==> src/rtl/rr_priority_encoder_pkg.sv <==
// rtl/rr_priority_encoder_pkg.sv - shared types, mode encodings and width helper for rr_priority_encoder
package rr_priority_encoder_pkg;

    typedef enum logic {
        IDLE  = 1'b0,
        GRANT = 1'b1
    } state_e;

    localparam bit RR_MODE    = 1'b1;
    localparam bit FIXED_MODE = 1'b0;

    // Index width that never collapses to zero bits, so N=2 still gets a 1-bit index.
    function automatic int clog2_safe(input int n);
        if (n <= 2) begin
            return 1;
        end
        return $clog2(n);
    endfunction

endpackage

==> src/rtl/rr_priority_encoder_pri_pick.sv <==
// rtl/rr_priority_encoder_pri_pick.sv - combinational rotate/find-first/un-rotate winner search
module pri_pick
    import rr_priority_encoder_pkg::*;
#(
    parameter int N     = 8,
    parameter int IDX_W = clog2_safe(N)
) (
    input  logic [N-1:0]     req,
    input  logic [IDX_W-1:0] ptr,
    output logic [N-1:0]     onehot,
    output logic [IDX_W-1:0] idx,
    output logic             any
);

    localparam logic [IDX_W:0] N_EXT = (IDX_W+1)'(N);

    logic [2*N-1:0]   req_dbl;
    logic [N-1:0]     req_rot;
    logic [IDX_W-1:0] offset;
    logic [IDX_W:0]   idx_sum;

    // Doubling the vector makes the rotation wrap at N rather than at 2^IDX_W.
    assign req_dbl = {req, req};
    assign req_rot = req_dbl[ptr +: N];
    assign any     = |req;

    // Lowest set bit of the rotated vector: scanning downward lets the lowest index win.
    always_comb begin
        offset = '0;
        for (int i = N - 1; i >= 0; i--) begin
            if (req_rot[i]) begin
                offset = IDX_W'(i);
            end
        end
    end

    // Undo the rotation modulo N and expand the winner to one-hot.
    always_comb begin
        idx_sum = {1'b0, ptr} + {1'b0, offset};
        if (idx_sum >= N_EXT) begin
            idx_sum = idx_sum - N_EXT;
        end
        idx    = idx_sum[IDX_W-1:0];
        onehot = any ? (N'(1) << idx) : '0;
    end

endmodule

==> src/rtl/rr_priority_encoder.sv <==
// rtl/rr_priority_encoder.sv - registered round-robin / fixed-priority arbiter with ack and lock
module rr_priority_encoder
    import rr_priority_encoder_pkg::*;
#(
    parameter int N     = 8,
    parameter int IDX_W = clog2_safe(N),
    parameter bit RR_EN = RR_MODE
) (
    input  logic             clk,
    input  logic             rst_n,
    input  logic [N-1:0]     req,
    input  logic             ack,
    input  logic             lock,
    output logic [N-1:0]     gnt,
    output logic [IDX_W-1:0] gnt_idx,
    output logic             gnt_vld,
    output logic             none_req
);

    localparam logic [IDX_W-1:0] LAST_IDX = IDX_W'(N - 1);

    state_e           state_q, state_d;
    logic [IDX_W-1:0] ptr_q, ptr_d;
    logic [IDX_W-1:0] idx_q, idx_d;
    logic [N-1:0]     gnt_q, gnt_d;
    logic             none_req_q;

    logic [IDX_W-1:0] ptr_adv;
    logic [IDX_W-1:0] search_ptr;
    logic [N-1:0]     pick_onehot;
    logic [IDX_W-1:0] pick_idx;
    logic             pick_any;

    // Pointer just past the current winner; fixed priority always searches from 0.
    always_comb begin
        ptr_adv = '0;
        if (RR_EN == RR_MODE) begin
            if (idx_q == LAST_IDX) begin
                ptr_adv = '0;
            end else begin
                ptr_adv = idx_q + IDX_W'(1);
            end
        end
    end

    // While granting, the search already starts past the current winner so a
    // back-to-back re-arbitration uses the pointer value being written this cycle.
    assign search_ptr = (state_q == GRANT) ? ptr_adv : ptr_q;

    pri_pick #(
        .N     (N),
        .IDX_W (IDX_W)
    ) u_pri_pick (
        .req    (req),
        .ptr    (search_ptr),
        .onehot (pick_onehot),
        .idx    (pick_idx),
        .any    (pick_any)
    );

    // Next-state and next-grant selection.
    always_comb begin
        state_d = state_q;
        ptr_d   = ptr_q;
        idx_d   = idx_q;
        gnt_d   = gnt_q;
        unique case (state_q)
            IDLE: begin
                if (pick_any) begin
                    state_d = GRANT;
                    idx_d   = pick_idx;
                    gnt_d   = pick_onehot;
                end
            end
            GRANT: begin
                // A locked ack keeps the winner and pointer untouched (burst).
                if (ack && !lock) begin
                    ptr_d = ptr_adv;
                    if (pick_any) begin
                        idx_d = pick_idx;
                        gnt_d = pick_onehot;
                    end else begin
                        state_d = IDLE;
                        idx_d   = '0;
                        gnt_d   = '0;
                    end
                end
            end
            default: begin
                state_d = IDLE;
                idx_d   = '0;
                gnt_d   = '0;
            end
        endcase
    end

    // State, pointer and grant registers; reset clears the grant without waiting for clk.
    always_ff @(posedge clk or negedge rst_n) begin
        if (!rst_n) begin
            state_q <= IDLE;
            ptr_q   <= '0;
            idx_q   <= '0;
            gnt_q   <= '0;
        end else begin
            state_q <= state_d;
            ptr_q   <= ptr_d;
            idx_q   <= idx_d;
            gnt_q   <= gnt_d;
        end
    end

    // Registered all-quiet flag, independent of the arbitration state.
    always_ff @(posedge clk or negedge rst_n) begin
        if (!rst_n) begin
            none_req_q <= 1'b1;
        end else begin
            none_req_q <= ~|req;
        end
    end

    assign gnt      = gnt_q;
    assign gnt_idx  = idx_q;
    assign gnt_vld  = (state_q == GRANT);
    assign none_req = none_req_q;

endmodule

==> config.mk <==
export PLATFORM = sky130hd
export DESIGN_NAME = rr_priority_encoder
export DESIGN_NICKNAME = d
export VERILOG_FILES = /design/src/rtl/rr_priority_encoder_pkg.sv /design/src/rtl/rr_priority_encoder_pri_pick.sv /design/src/rtl/rr_priority_encoder.sv
export SDC_FILE = /design/constraint.sdc
export NUM_CORES = 1
export LEC_CHECK = 0
export ABC_AREA = 1
export CORE_ASPECT_RATIO = 1.2
export CORE_MARGIN = 8
export CORE_UTILIZATION = 52
export CTS_BUF_LIST = sky130_fd_sc_hd__clkbuf_16
export CTS_CLUSTER_DIAMETER = 50
export DETAILED_ROUTE_END_ITERATION = 16
export HOLD_SLACK_MARGIN = 0.06
export PLACE_DENSITY = 0.87
export SLEW_MARGIN = 15
export SYNTH_ARGS = -nofsm -noshare
export SYNTH_HDL_FRONTEND = slang
export SYNTH_SLANG_ARGS = --single-unit
==> constraint.sdc <==
create_clock -name clk -period 4.05 [get_ports clk]
set_input_delay 0.405 -clock clk [delete_from_list [all_inputs] [get_ports clk]]
set_output_delay 0.405 -clock clk [all_outputs]
set_load 0.05 [all_outputs]
==> results by stage <==
Place:
- The count of buffers inserted at the top-level ports is 24.
- In this run, placement finished with an instance count of between 200 and 300.
- Timing analysis after detailed placement gives a worst setup slack of 0.6973 ns.
- At the end of routability-driven placement, the weighted congestion stood at 0.8696.
- The placed wire-length estimate after detailed placement is 2468 um.

Floorplan:
- Once the floorplan was initialized, standard cells occupied 55.10% of the core.
- The die is 63.48 um wide.
- The die footprint is 0.004632 mm2.
- The standard cell core area is 0.002552 mm2.
- The floorplan has 20 rows.
- The I/O pin total is 25.
- The die is about 73 um tall.

Power and ir drop:
- The power density normalized to cell area is around 1000 mW/mm2.
- The switching share of power is a little under three fifths.
- The internal power of the cells totals 777.8 uW.
- The net switching power figure is 999.6 uW.
- The clock network fraction of design power is 10.8%.
- Of the total power, registers draw 14.3%.
- IR analysis of the VDD net gives a maximum drop of approximately 0.69 mV.
- The share of total power in combinational logic is roughly 75%.
- The static leakage power is 0.9030 nW.

Worst hold path:
- The worst hold-check path type is reg2reg.

Timing:
- The final-report hold violation count was 0.
- The accumulated negative setup slack is 0 ns.
- At the pin with the least slew margin, the transition time is between 0.6 and 0.7 ns.
- Static timing analysis puts the maximum clock frequency at 294.8 MHz.
- The time the worst path needs with I/O delays and setup is 3.392 ns.
- Setup repair after global routing left no endpoint under its margin.
- The final count of pins violating max slew was 0.
- Across all setup checks in the final design, the least slack found is 0.6584 ns.
- Measured against its own limit, the worst slew margin works out to 54.52%.
- The total setup violations reported at the end of the flow is 0.
- Final hold analysis gives a worst-case slack of 0.4792 ns.
- Of the available clock period, the critical path in the final layout requires 83.74%.
- Between clock sinks in the finished design, the worst skew comes to around 0.0030 ns.

Synthesis:
- Counting every net in the synthesized netlist gives 213.
- The main flop type after synthesis is dfrtp_1.
- The average footprint of a synthesized cell is 7.103 um2.
- The count of cell types in the netlist is 29.
- The mapped netlist covers 0.001406 mm2.
- The number of enable-type register cells in the synthesized netlist is 0.
- The number of synthesis warnings is 0.
- Synthesis produced a netlist whose cell count is 198.
- The synthesized flop and latch total is 16.
- The sequential-to-total area share from yosys stat is between 20% and 30%.
- The share of flip-flops with an asynchronous set or reset is 100.0%.

Routing:
- The first-pass iteration count of the detailed router is 4.
- The detail route stage leaves a number of antenna-violating nets equal to 0.
- The routed design has 3103 um of wire.
- Using the TritonRoute via totals, the vias-per-cell ratio works out to about 5.3.
- For this run, design rule violations remaining after detail routing come to 0.
- The average wire length per cell after detail routing is 12.07 um.
- The first routing iteration left 70 violations.
- The via count of the routed design is 1365.

Clock tree:
- Clock tree synthesis selected as its root buffer the cell clkbuf_16.
- The clock sink count is 16.
- After clock tree synthesis, the flow added hold-fix buffers numbering 0.
- The later pin in the worst-skew pair is clocked with a latency of 0.25 ns.
- The level count of the clock H-tree is 1.
- No sink is reached through more buffers than the 2 on the longest clock path.
- After clock tree synthesis, the clock-pin slew on the worst setup and hold paths is 0.05 ns.
- The buffer count from post-CTS setup fixing is 0.
- The number of CTS-inserted buffers is 3.
- The post-CTS resize count is 0.
- The CTS tree is done.

Setup path:
- The worst path required time is 4.24 ns.
- STA classifies the critical path endpoint as a flip-flop.
- The worst endpoint data arrival time is 3.58 ns.
- The maximum fanout encountered on the critical timing path is 9.
- The startpoint type of the worst setup path is a flip-flop.
- The critical path in this run is classified as reg2reg.

Global routing:
- The via count of the first global-routing pass came to 1291.
- After global routing, the most crowded layer is met2.
- For this run, the total global-route usage over all layers was measured as 14.17%.
- Global routing used 2.151% of the available met3 tracks.
- The initial antenna violation count is 0.
- The first global-routing pass estimated 5402 um of wire.
- The met2 track demand over resource in global routing is between 20% and 30%.
- Entering global routing, the biggest net connects 17 pins.
- The overflow left after global routing is 0.
- Global routing consumed, on the met1 layer, 15.28% of the routing resources.

Run status:
- The flow ran to the end, and the final reports show no timing, DRC or antenna violations.

Final layout:
- The number of standard cells in the layout, taps in and fillers out is 257.
- The signed area change from the synthesized netlist to the final layout is 24.56%.
- The number of nets in the final layout is between 200 and 250.
- The total inserted antenna cells is 0.
- Measured on the finished design, the core utilization comes to 68.63%.
- Of the cells placed in the final design, the portion with a size suffix greater than 1 is a little under a fifth.

Run:
- The number of maximum-capacitance constraint violations is 0.
worst max-delay path, cell delays in order (launching register included):
cell and delay (ns):
dfrtp_1 0.43, ha_1 0.23, ha_1 0.21, nor2_2 0.18, nand2_4 0.13, nand3_1 0.13
nand3_1 0.12, nand3_1 0.15, nand2_1 0.06, nand2_1 0.07, nand2_1 0.05, nand2_1 0.05
nand2_1 0.04, nand2_1 0.06, nand2_2 0.07, nand3_4 0.10, inv_1 0.06, fa_1 0.37
xnor2_1 0.23, inv_1 0.08, nand3_2 0.10, nand2_2 0.08, nor2_4 0.12, nand4_1 0.11
nand2_1 0.07
final timing paths:
path	from	to	slack (ns)	depth (start not counted)
setup / recovery	gnt_idx[0]	gnt[3]	0.66	24
hold / removal	gnt[3]	gnt[3]	0.48	2
setup reg to reg	gnt_idx[0]	gnt[3]	0.66	24
hold reg to reg	gnt[3]	gnt[3]	0.48	2
max in group asynchronous	rst_n	gnt[7]	3.04	1
min in group asynchronous	rst_n	ptr_q[1]	0.57	1
registers in the layout (all words and copies together), names as in the netlist:
signal	flops
gnt_vld	1
gnt_idx	3
none_req	1
gnt	8
ptr_q	3
cell type report:
type	instances	area (um2)
Clock buffer	3	75.07
Sequential cell	16	401.6
Clock inverter	1	3.754
Timing Repair Buffer	24	240.2
Fill cell	234	800.8
Tap cell	33	41.29
Multi-Input combinational cell	158	902.1
Inverter	22	87.58
placed cells by master, fill, tap and decap left out, types with 2 or more instances in the layout:
cell / n
a21oi_2: 2
clkbuf_16: 3
clkdlybuf4s50_1: 24
dfrtp_1: 15
ha_1: 2
inv_1: 19
inv_4: 2
nand2_1: 68
nand2_2: 13
nand2_4: 5
nand2_8: 2
nand3_1: 32
nand3_2: 5
nand4_1: 5
nor2_1: 7
nor2_4: 2
o21ai_0: 3
o21ai_1: 2
o21ai_4: 2
power groups by stage:
stage | registers (mW) | logic, mW | clock network, mW
6_report | 0.254 | 1.33 | 0.193
2_1_floorplan | 0.370 | 0.956 | 0
3_5_place_dp | 0.256 | 1.32 | 0
4_1_cts | 0.255 | 1.33 | 0.193
3_3_place_gp | 0.254 | 1.30 | 0
5_1_grt | 0.260 | 1.49 | 0.201
cell families after synthesis:
family / count (synthesis) / synth area share [%]
AND/OR/NAND/NOR: 143 / 54.00
adder cells (fa/ha/maj): 3 / 3.203
buffers and inverters: 24 / 7.295
AO/OA/AOI/OAI: 11 / 6.316
XOR/XNOR: 1 / 0.6229
flip-flops: 16 / 28.56
routing by layer:
metal  share of wire, %  up-vias  wire length [um]
met5                  0        -                 0
met4                1.9        0                60
met3                4.1        5               126
met2                 51       34              1589
met1                 43      632              1327
li1                   -      694                 -
synth_stat cells (2+ instances only):
library cell	n	area, um2
nand3_1	32	160.2
nand4_1	5	31.28
nor2_4	2	22.52
inv_1	19	71.32
ha_1	2	25.02
o21ai_0	3	15.01
nand3_2	5	50.05
nor2_1	7	26.28
nand2_8	2	40.04
o21ai_4	2	32.53
nand2_1	68	255.2
nand2_2	13	81.33
inv_4	2	12.51
nand2_4	5	56.30
a21oi_2	2	17.52
dfrtp_1	15	375.4
o21ai_1	2	10.01
stage by stage:
stage               power (mW)  area (um2)
global route             1.951        1752
finish                   1.777        1752
global placement         1.551        1673
detailed placement       1.578        1673
CTS                      1.777        1752
floorplan                1.326        1406
No activity file was read; power rests on OpenSTA's default activity.
